==> src/rtl/axis_pkg.sv <==
// Shared types and helpers for the AXI-Stream block packer.
package axis_pkg;

  // Output-side sequencing: IDLE presents nothing, SEND holds a beat until it is taken.
  typedef enum logic [0:0] {
    IDLE = 1'b0,
    SEND = 1'b1
  } state_e;

  // Widest byte-enable the popcount helper accepts (512-bit data).
  localparam int MAX_KEEP_W = 64;

  // Number of enabled bytes in a keep mask; narrower masks are zero-extended by the caller.
  function automatic logic [7:0] popcount(input logic [MAX_KEEP_W-1:0] keep);
    logic [7:0] n;
    n = '0;
    for (int i = 0; i < MAX_KEEP_W; i++) begin
      n = n + {7'd0, keep[i]};
    end
    return n;
  endfunction

endpackage

==> src/rtl/axis_fwft_fifo.sv <==
// First-word-fall-through FIFO: the oldest entry is always visible on rdata_o.
module axis_fwft_fifo #(
  parameter int DEPTH = 16,
  parameter int W     = 19
) (
  input  logic                   clk,
  input  logic                   arst,
  input  logic                   push_i,
  input  logic                   pop_i,
  input  logic [W-1:0]           wdata_i,
  output logic [W-1:0]           rdata_o,
  output logic                   full_o,
  output logic                   empty_o,
  output logic [$clog2(DEPTH):0] level_o
);

  localparam int PTR_W = $clog2(DEPTH);
  localparam int LVL_W = PTR_W + 1;
  localparam logic [LVL_W-1:0] FULL_LVL = LVL_W'(DEPTH);

  logic [W-1:0]     mem_q [DEPTH];
  logic [PTR_W-1:0] wr_ptr_q;
  logic [PTR_W-1:0] rd_ptr_q;
  logic [LVL_W-1:0] level_q;
  logic [LVL_W-1:0] level_d;
  logic             wr_en;
  logic             rd_en;

  assign full_o  = (level_q == FULL_LVL);
  assign empty_o = (level_q == '0);

  // Guard both ports so a misbehaving caller can never corrupt the pointers.
  assign wr_en = push_i && !full_o;
  assign rd_en = pop_i && !empty_o;

  // Occupancy is unchanged when a push and a pop coincide.
  always_comb begin
    level_d = level_q;
    if (wr_en && !rd_en) begin
      level_d = level_q + LVL_W'(1);
    end else if (!wr_en && rd_en) begin
      level_d = level_q - LVL_W'(1);
    end
  end

  // Storage array carries no reset; entries are only observed once written.
  always_ff @(posedge clk) begin
    if (wr_en) begin
      mem_q[wr_ptr_q] <= wdata_i;
    end
  end

  // Pointers wrap naturally at the power-of-two depth.
  always_ff @(posedge clk or negedge arst) begin
    if (!arst) begin
      wr_ptr_q <= '0;
      rd_ptr_q <= '0;
      level_q  <= '0;
    end else begin
      if (wr_en) wr_ptr_q <= wr_ptr_q + PTR_W'(1);
      if (rd_en) rd_ptr_q <= rd_ptr_q + PTR_W'(1);
      level_q <= level_d;
    end
  end

  assign rdata_o = mem_q[rd_ptr_q];
  assign level_o = level_q;

endmodule

==> src/rtl/axis_block_packer.sv <==
// Re-frames an AXI-Stream into blocks of a runtime byte count, also closing
// a block at every source packet end. Output is gated by rd_en.
module axis_block_packer
  import axis_pkg::*;
#(
  parameter int DATA_W = 16,
  parameter int KEEP_W = DATA_W / 8,
  parameter int DEPTH  = 16,
  parameter int BLK_W  = 12
) (
  input  logic                   clk,
  input  logic                   arst,
  input  logic [DATA_W-1:0]      s_data,
  input  logic                   s_valid,
  input  logic                   s_last,
  input  logic [KEEP_W-1:0]      s_keep,
  output logic                   s_ready,
  output logic [DATA_W-1:0]      m_data,
  output logic                   m_valid,
  output logic                   m_last,
  output logic [KEEP_W-1:0]      m_keep,
  input  logic                   m_ready,
  input  logic                   rd_en,
  input  logic [BLK_W-1:0]       block_size,
  output logic                   last,
  output logic [$clog2(DEPTH):0] level
);

  localparam int LVL_W   = $clog2(DEPTH) + 1;
  localparam int ENTRY_W = DATA_W + KEEP_W + 1;
  localparam logic [LVL_W-1:0] FULL_LVL = LVL_W'(DEPTH);

  // One FIFO entry: the beat payload plus its source packet-end flag.
  typedef struct packed {
    logic [DATA_W-1:0] data;
    logic [KEEP_W-1:0] keep;
    logic              last;
  } entry_t;

  entry_t           wr_entry;
  entry_t           head;
  logic             push;
  logic             pop;
  logic             full;
  logic             empty;
  logic [LVL_W-1:0] level_d;

  state_e           state_q;
  logic             m_valid_q;
  logic             last_q;
  logic             s_ready_q;
  logic [BLK_W-1:0] byte_cnt_q;
  logic [BLK_W-1:0] blk_q;

  logic [BLK_W-1:0] eff_size;
  logic [BLK_W:0]   cnt_sum;
  logic             size_hit;
  logic             m_last_w;

  assign wr_entry = '{data: s_data, keep: s_keep, last: s_last};
  assign push     = s_valid && s_ready_q && !full;
  assign pop      = m_valid_q && m_ready;

  axis_fwft_fifo #(
    .DEPTH (DEPTH),
    .W     (ENTRY_W)
  ) u_fifo (
    .clk     (clk),
    .arst    (arst),
    .push_i  (push),
    .pop_i   (pop),
    .wdata_i (wr_entry),
    .rdata_o (head),
    .full_o  (full),
    .empty_o (empty),
    .level_o (level)
  );

  // Next occupancy, used to register s_ready and to decide whether SEND continues.
  always_comb begin
    level_d = level;
    if (push && !pop) begin
      level_d = level + LVL_W'(1);
    end else if (!push && pop) begin
      level_d = level - LVL_W'(1);
    end
  end

  // Block end test: a fresh block sees the live block_size, a running one its latched size.
  // One extra bit keeps the byte sum from wrapping; a beat is never split.
  always_comb begin
    eff_size = (byte_cnt_q == '0) ? block_size : blk_q;
    cnt_sum  = {1'b0, byte_cnt_q} + (BLK_W+1)'(popcount(MAX_KEEP_W'(head.keep)));
    size_hit = (eff_size != '0) && (cnt_sum >= {1'b0, eff_size});
    m_last_w = head.last || size_hit;
  end

  // Output sequencer with byte counter, per-block size latch and registered handshake flags.
  always_ff @(posedge clk or negedge arst) begin
    if (!arst) begin
      state_q    <= IDLE;
      m_valid_q  <= 1'b0;
      last_q     <= 1'b0;
      s_ready_q  <= 1'b0;
      byte_cnt_q <= '0;
      blk_q      <= '0;
    end else begin
      s_ready_q <= (level_d != FULL_LVL);
      last_q    <= pop && m_last_w;
      case (state_q)
        IDLE: begin
          if (rd_en && !empty) begin
            state_q   <= SEND;
            m_valid_q <= 1'b1;
          end
        end
        SEND: begin
          // m_valid stays up until the beat is taken, even if rd_en drops meanwhile.
          if (pop) begin
            if (byte_cnt_q == '0) blk_q <= block_size;
            byte_cnt_q <= m_last_w ? '0 : cnt_sum[BLK_W-1:0];
            if (!(rd_en && (level_d != '0))) begin
              state_q   <= IDLE;
              m_valid_q <= 1'b0;
            end
          end
        end
        default: begin
          state_q   <= IDLE;
          m_valid_q <= 1'b0;
        end
      endcase
    end
  end

  assign s_ready = s_ready_q;
  assign m_valid = m_valid_q;
  assign m_data  = head.data;
  assign m_keep  = head.keep;
  assign m_last  = m_last_w;
  assign last    = last_q;

endmodule
==> config.mk <==
export PLATFORM = sky130hd
export DESIGN_NAME = axis_block_packer
export DESIGN_NICKNAME = d
export VERILOG_FILES = /design/src/rtl/axis_pkg.sv /design/src/rtl/axis_fwft_fifo.sv /design/src/rtl/axis_block_packer.sv
export SDC_FILE = /design/constraint.sdc
export NUM_CORES = 1
export LEC_CHECK = 0
export BUFFER_PORTS_ARGS = -buffer_cell sky130_fd_sc_hd__buf_2
export CAP_MARGIN = 40
export CORE_MARGIN = 2
export CORE_UTILIZATION = 55
export CTS_CLUSTER_DIAMETER = 150
export DETAILED_ROUTE_END_ITERATION = 8
export PLACE_DENSITY = 0.75
export SKIP_CTS_REPAIR_TIMING = 1
export SLEW_MARGIN = 20
export SYNTH_ARGS = -nofsm -noshare
export SYNTH_HDL_FRONTEND = slang
export SYNTH_SLANG_ARGS = --single-unit
==> constraint.sdc <==
create_clock -name clk -period 5.62 [get_ports clk]
set_clock_uncertainty 0.2 [all_clocks]
set_input_delay 0.843 -clock clk [delete_from_list [all_inputs] [get_ports clk]]
set_output_delay 0.843 -clock clk [all_outputs]
set_load 0.005 [all_outputs]
Yosys cells after proc, flatten, opt, wreduce, memory -nomap -nowiden
Memory sizes are Yosys's and may differ from the RTL's.
Index checks and enable logic that the tools add are counted.
Storage, ports and cells
  bits in registers: 41
  bits in writable memories: 304
  bits of input ports: 36
  memories kept: 1
Operators by class
  add/subtract/negate cells: 6
  $lt $le $gt $ge: 1
  equality and inequality tests: 5
  multiplexer cells: 16
  bitwise gates (word level): 1
  reduce and logical (&&, ||, !) cells: 27
Memories
  u_fifo.mem_q: depth 16, width 19, read ports 1, clocked after memory_dff 0, wr ports 1, RTL line axis_fwft_fifo.sv:21  | logic [W-1:0] mem_q [DEPTH];
Operator list (number)
  $mux 12: 2
  $mux 5: 4
  $add 12x2->13: 1
  $ge 13x12->1: 1
  $logic_and 1x1->1: 13
  $logic_not 12->1: 1
  $reduce_bool 12->1: 1
  $add 4x1->4 const B: 2
  $mux 1: 8
  $logic_not 1->1: 6
  $ne 2x2->1 const B: 3
  $add 5x1->5 const B: 1
  $eq 5x5->1 const B: 1
  $logic_not 5->1: 1
  $ne 5x5->1 const B: 1
  $reduce_bool 5->1: 1
  $sub 5x1->5 const B: 1
  $pmux 1 s2: 2
  $reduce_and 3->1: 1
  $add 1x1->2: 1
  $reduce_and 2->1: 1
  $reduce_bool 2->1: 1
  $logic_or 1x1->1: 1
  $not 1->1: 1

Longest topological paths before layout
  depth in word-level cells: 12
  mapped depth: 21
  mapped depth without buffers: 17

Hierarchy
A second synthesis with hierarchy kept.
Second synthesis, totals
  cell total of the unflattened synthesis: 867
  area total of the unflattened synthesis: 14699.1 sq um
Modules (own cells, without submodules)
  axis_fwft_fifo: times used 1, cells an instance 635, area an instance 12680.9 sq um
  axis_block_packer: times used 1, cells an instance 232, area an instance 2018.2 sq um

Worst setup path after synthesis
Ideal clock, no wire load.
  kind: reg-to-output
  start point: register u_fifo.rd_ptr_q[0]
  end point: output port m_last
  arrival time: 5104 ps
  slack: -527 ps
  cell stages (with the launch flop): 20
  buffers on the path: 4
  cell sequence: dfrtp_1 buf_6 clkbuf_1 buf_2 mux4_2 mux4_2 fa_1 ha_1 and3_1 nand3_1 inv_1 nand3_1 xor2_1 inv_1 ha_1 nor2b_1 o31a_1 a2111oi_2 o21bai_4 buf_6
Between the ends
  word-level cells in the longest chain between the ends: 6
Ends and longest elaborated chain
  from (decl): RTL line axis_fwft_fifo.sv:23  | logic [PTR_W-1:0] rd_ptr_q;
  from (signal assigned): RTL line axis_fwft_fifo.sv:61  | if (rd_en) rd_ptr_q <= rd_ptr_q + PTR_W'(1);
  $mem_v2 16x19
  named net m_keep[0]: RTL line axis_block_packer.sv:21  | output logic [KEEP_W-1:0] m_keep,
  $add 1x1->2: RTL line axis_pkg.sv:18  | n = n + {7'd0, keep[i]};
  $add 12x2->13: RTL line axis_block_packer.sv:93  | cnt_sum = {1'b0, byte_cnt_q} + (BLK_W+1)'(popcount(MAX_KEEP_W'(head.keep)));
  $ge 13x12->1: RTL line axis_block_packer.sv:94  | size_hit = (eff_size != '0) && (cnt_sum >= {1'b0, eff_size});
  $logic_and 1x1->1: RTL line axis_block_packer.sv:94
  $logic_or 1x1->1: RTL line axis_block_packer.sv:95  | m_last_w = head.last || size_hit;
  to (decl): RTL line axis_block_packer.sv:20  | output logic m_last,
The timed path passes the listed nets, and every way through them passes these cells.

Final worst setup path
  start point: register u_fifo.rd_ptr_q[0]
  end point: output port m_last
Between the ends
  word-level cells in the longest chain between the ends: 6
Ends and longest elaborated chain (RTL line)
  $mem_v2 16x19 *
  $add 1x1->2: axis_pkg.sv:18
  $add 12x2->13: axis_block_packer.sv:93
  $ge 13x12->1: axis_block_packer.sv:94
  $logic_and 1x1->1: axis_block_packer.sv:94
  $logic_or 1x1->1 *: axis_block_packer.sv:95
Every way passes the cells marked *; elsewhere a longest branch is shown, timed or not.

==> impl_metrics.csv <==
group,metric,value,unit
power,pwr-share-seq,0.403,
final_layout,drive_above_1_share,0.309,
setup_path,crit_family,"multiplexers",
setup_path,r2r_start,"u_fifo.rd_ptr_q[0]",
yosys,synth_edf_count,304,
floorplan,coreArea,0.0253,mm²
setup_path,worst_ep_arrival_time,4.83,ns
final_layout,syn_to_final_growth,14.5,%
floorplan,die_w,164,µm
power,p_switching,2.55,mW
clock_network,cts_buffers,36,
hold_path,holdPathEnd,"blk_q[1]",
setup_path,critical_path.max_stage_delay,0.54,ns
hold_path,hold_class,"reg -> reg",
clock_network,cts_sinks,345,
floorplan,start_util,0.561,
setup_path,critPathBufInv,5,
setup_path,crit_type,"reg -> out",
drt,drt_iter0_markers,816,
final_layout,fill_cells,1681,
place,dp_hpwl,16.9,mm
floorplan,design.die.area,0.0271,mm²
global_route,grt_usage,0.224,
global_route,grt_overflow_total,0,
power,internal_power,5.78,mW
setup_path,slowest_stage,"mux4_2",
drt,vias,7379,
floorplan,placementRows,58,
timing,period_needed,5.87,ns
yosys,synth_cell_types,47,
setup_path,worstSetupStartpointType,"register",
yosys,synth_seq_cells,345,
yosys,yosysWarnings,0,
timing,fin_crit_sh,1.04,
global_route,grt_pass1_vias,7374,
floorplan,fp.dieH,164,µm
yosys,syn_area,0.0142,mm²
setup_path,worst-r2r-cell-count,20,
clock_network,path_clk_slew,0.06,ns
place,post-place-ws,0.145,ns
flow_run,drv_cap,0,
timing,max_freq,170,MHz
hold_path,min_path_cells,2,
hold_path,hold_start,"blk_q[1]",
drt,ant_nets,0,
yosys,synth_nets,792,
yosys,synth_cells,734,
drt,drt-vias-per-instance,6.22,
yosys,yosys_most_used_dff,"edfxtp_1",
setup_path,critPathCaptureType,"output pin",
drt,drc,0,
setup_path,critPathMaxFanout,5,
run_status,status,"complete, but fails checks",
clock_network,cts-root-buf,"clkbuf_16",
drt,drt_first_pass_iters,6,
yosys,synth-seq-area-share,0.717,
clock_network,h-tree-depth,2,
timing,setup_viol_count_final,1,
clock_network,ctsLongestPathBuffers,3,
global_route,grt_max_degree,41,
drt,wl_per_cell,24.9,µm
drt,wl,29.6,mm
place,port_buffers,62,
final_layout,fin_nets,892,
power,switching_share,0.306,
setup_path,required,4.58,ns
timing,setup_ws,-0.252,ns
floorplan,io_pins,63,
final_layout,utilization,0.642,
power,power-per-cell-area,513,mW/mm²
yosys,synthArstFlopShare,0.119,
global_route,grt_pass1_wl,43.8,mm
timing,slew_violations,0,
timing,relSlewSlack,0.541,
timing,worstMarginPinSlew,0.689,ns
global_route,grt_antenna_before_repair,3,
run_status,violations,"setup timing",
setup_path,reg2reg_slack,0.69,ns
power,pwr-share-clk,0.267,
power,combPwrFrac,0.329,
clock_network,cts_tree,"built",
timing,finalHoldViolCount,0,
setup_path,r2r_end,"byte_cnt_q[2]",
yosys,synth.avg_cell_area,19.3,µm²
setup_path,worstPathCellList,"buf_8, mux4_2, mux4_2, fa_2, ha_4, and3_4, nand3_4, inv_2, nand3_2, xor2_1, inv_1, ha_4, nand3_2, nor2_1, o31a_1, a2111oi_4, buf_4, o21bai_4, buf_2",
clock_network,clkLatencyLatePin,0.53,ns
place,gp_congestion,0.858,
timing,rsz0062_at_grt,"true",
power,cellLeakagePower,5.61,nW
power,ir_worst_vdd,0.324,mV
==> kinds of logic (layout without fill, tap and decap cells) <==
group,after synthesis,after routing,synth area share
and+or+nand+nor,127,127,0.0451
buffers and inverters,50,171,0.0150
muxes,109,109,0.161
AOI/OAI and AO/OA,56,56,0.0264
other,0,1,0
adders and majority gates,22,22,0.0200
xor gates and xnor gates,25,25,0.0155
DFF,345,345,0.717
==> through the flow <==
stage | hold WS (ns) | area [µm²] | TNS [ns] | total power, mW | instances
CTS | -0.0185 | 16100 | -0.402 | 8.28 | 1174
finish | 0.320 | 16200 | -0.252 | 8.33 | 1186
global route | 0.350 | 16200 | -0.372 | 8.70 | 1185
floorplan | 0.271 | 14200 | 0 | 5.26 | 734
detailed placement | 0.305 | 15000 | 0 | 6.05 | 1115
global placement | 0.289 | 15000 | 0 | 5.94 | 1114
==> synth_stat cells (all sizes together) (3+ instances only) <==
cell / instances / area (µm²)
edfxtp: 304 / 9130
mux4: 95 / 2140
nand2: 45 / 169
dfrtp: 41 / 1030
clkbuf: 27 / 101
o21ai: 25 / 125
ha: 21 / 263
nor2: 18 / 67.6
xnor2: 14 / 123
buf: 13 / 73.8
mux2i: 12 / 120
xor2: 11 / 96.3
a21oi: 10 / 50.1
and3: 10 / 62.6
inv: 10 / 37.5
nand3: 10 / 50.1
nor4: 10 / 62.6
nand4: 7 / 43.8
and2: 5 / 31.3
and4: 4 / 35.0
nor2b: 4 / 25.0
o22ai: 4 / 25.0
nor3: 3 / 15.0
nor3b: 3 / 22.5
o211ai: 3 / 37.5
o31ai: 3 / 27.5
or3: 3 / 18.8
==> metal layers <==
metal	part of all wire	wire length, µm	global-route usage
met3	0.066	1940	0.0477
met2	0.51	15000	0.374
met5	0.00081	24	0
met4	0.028	824	0.0767
met1	0.40	11700	0.297
==> state kept, by name, indices dropped and copies added (netlist names), 4 cells and up <==
| signal | flops |
|---|---|
| u_fifo.mem_q | 304 |
| blk_q | 12 |
| byte_cnt_q | 12 |
| u_fifo.level_o | 5 |
| u_fifo.rd_ptr_q | 4 |
| u_fifo.wr_ptr_q | 4 |
==> final cells by class <==
class | instances | area (µm²) | area share
antenna | 1 | 2.50 | 0.000154
clock buffer | 46 | 981 | 0.0605
clock inverter | 13 | 119 | 0.00733
inverter | 10 | 37.5 | 0.00231
multi-input combinational | 339 | 3870 | 0.239
sequential | 345 | 10200 | 0.626
tap | 330 | 413 | 0.0254
timing repair buffer | 102 | 637 | 0.0393
==> worst max-delay path by stage <==
stage                                  start  endpoint  slack, ns  depth (start not counted)
after floorplan           u_fifo.rd_ptr_q[0]    m_last       0.04                         19
after global placement    u_fifo.rd_ptr_q[0]    m_last       0.27                         16
after detailed placement  u_fifo.rd_ptr_q[0]    m_last       0.15                         16
after CTS                 u_fifo.rd_ptr_q[0]    m_last      -0.40                         16
after global routing      u_fifo.rd_ptr_q[0]    m_last      -0.37                         19
final                     u_fifo.rd_ptr_q[0]    m_last      -0.25                         19
==> tightest hold or removal path: cells and delay by family (launching register included) <==
family | cells | cell delay (ns)
simple gates | 1 | 0.06
compound gates | 1 | 0.06
flops | 1 | 0.37
==> power groups by stage <==
| stage | logic [mW] | clock network [mW] | registers (mW) |
|---|---|---|---|
| final | 2.74 | 2.23 | 3.36 |
| after global routing | 2.95 | 2.36 | 3.39 |
| after CTS | 2.66 | 2.26 | 3.37 |
| after detailed placement | 2.63 | 0 | 3.42 |
| after global placement | 2.56 | 0 | 3.38 |
| after floorplan | 1.98 | 0 | 3.28 |
==> cell usage in the layout, fill, tap and decap left out, types with 10 or more instances in the layout <==
master,netlist,final
xor2_1,11,11
nor4_1,10,10
mux2i_1,12,12
nand2_1,45,45
o21ai_0,20,20
mux4_2,95,95
dfrtp_1,41,39
ha_1,21,19
buf_2,8,62
nor2_1,18,18
clkbuf_16,0,38
buf_4,0,36
a21oi_1,10,10
edfxtp_1,304,304
xnor2_1,14,14
No activity file was read; power rests on OpenSTA's default activity.
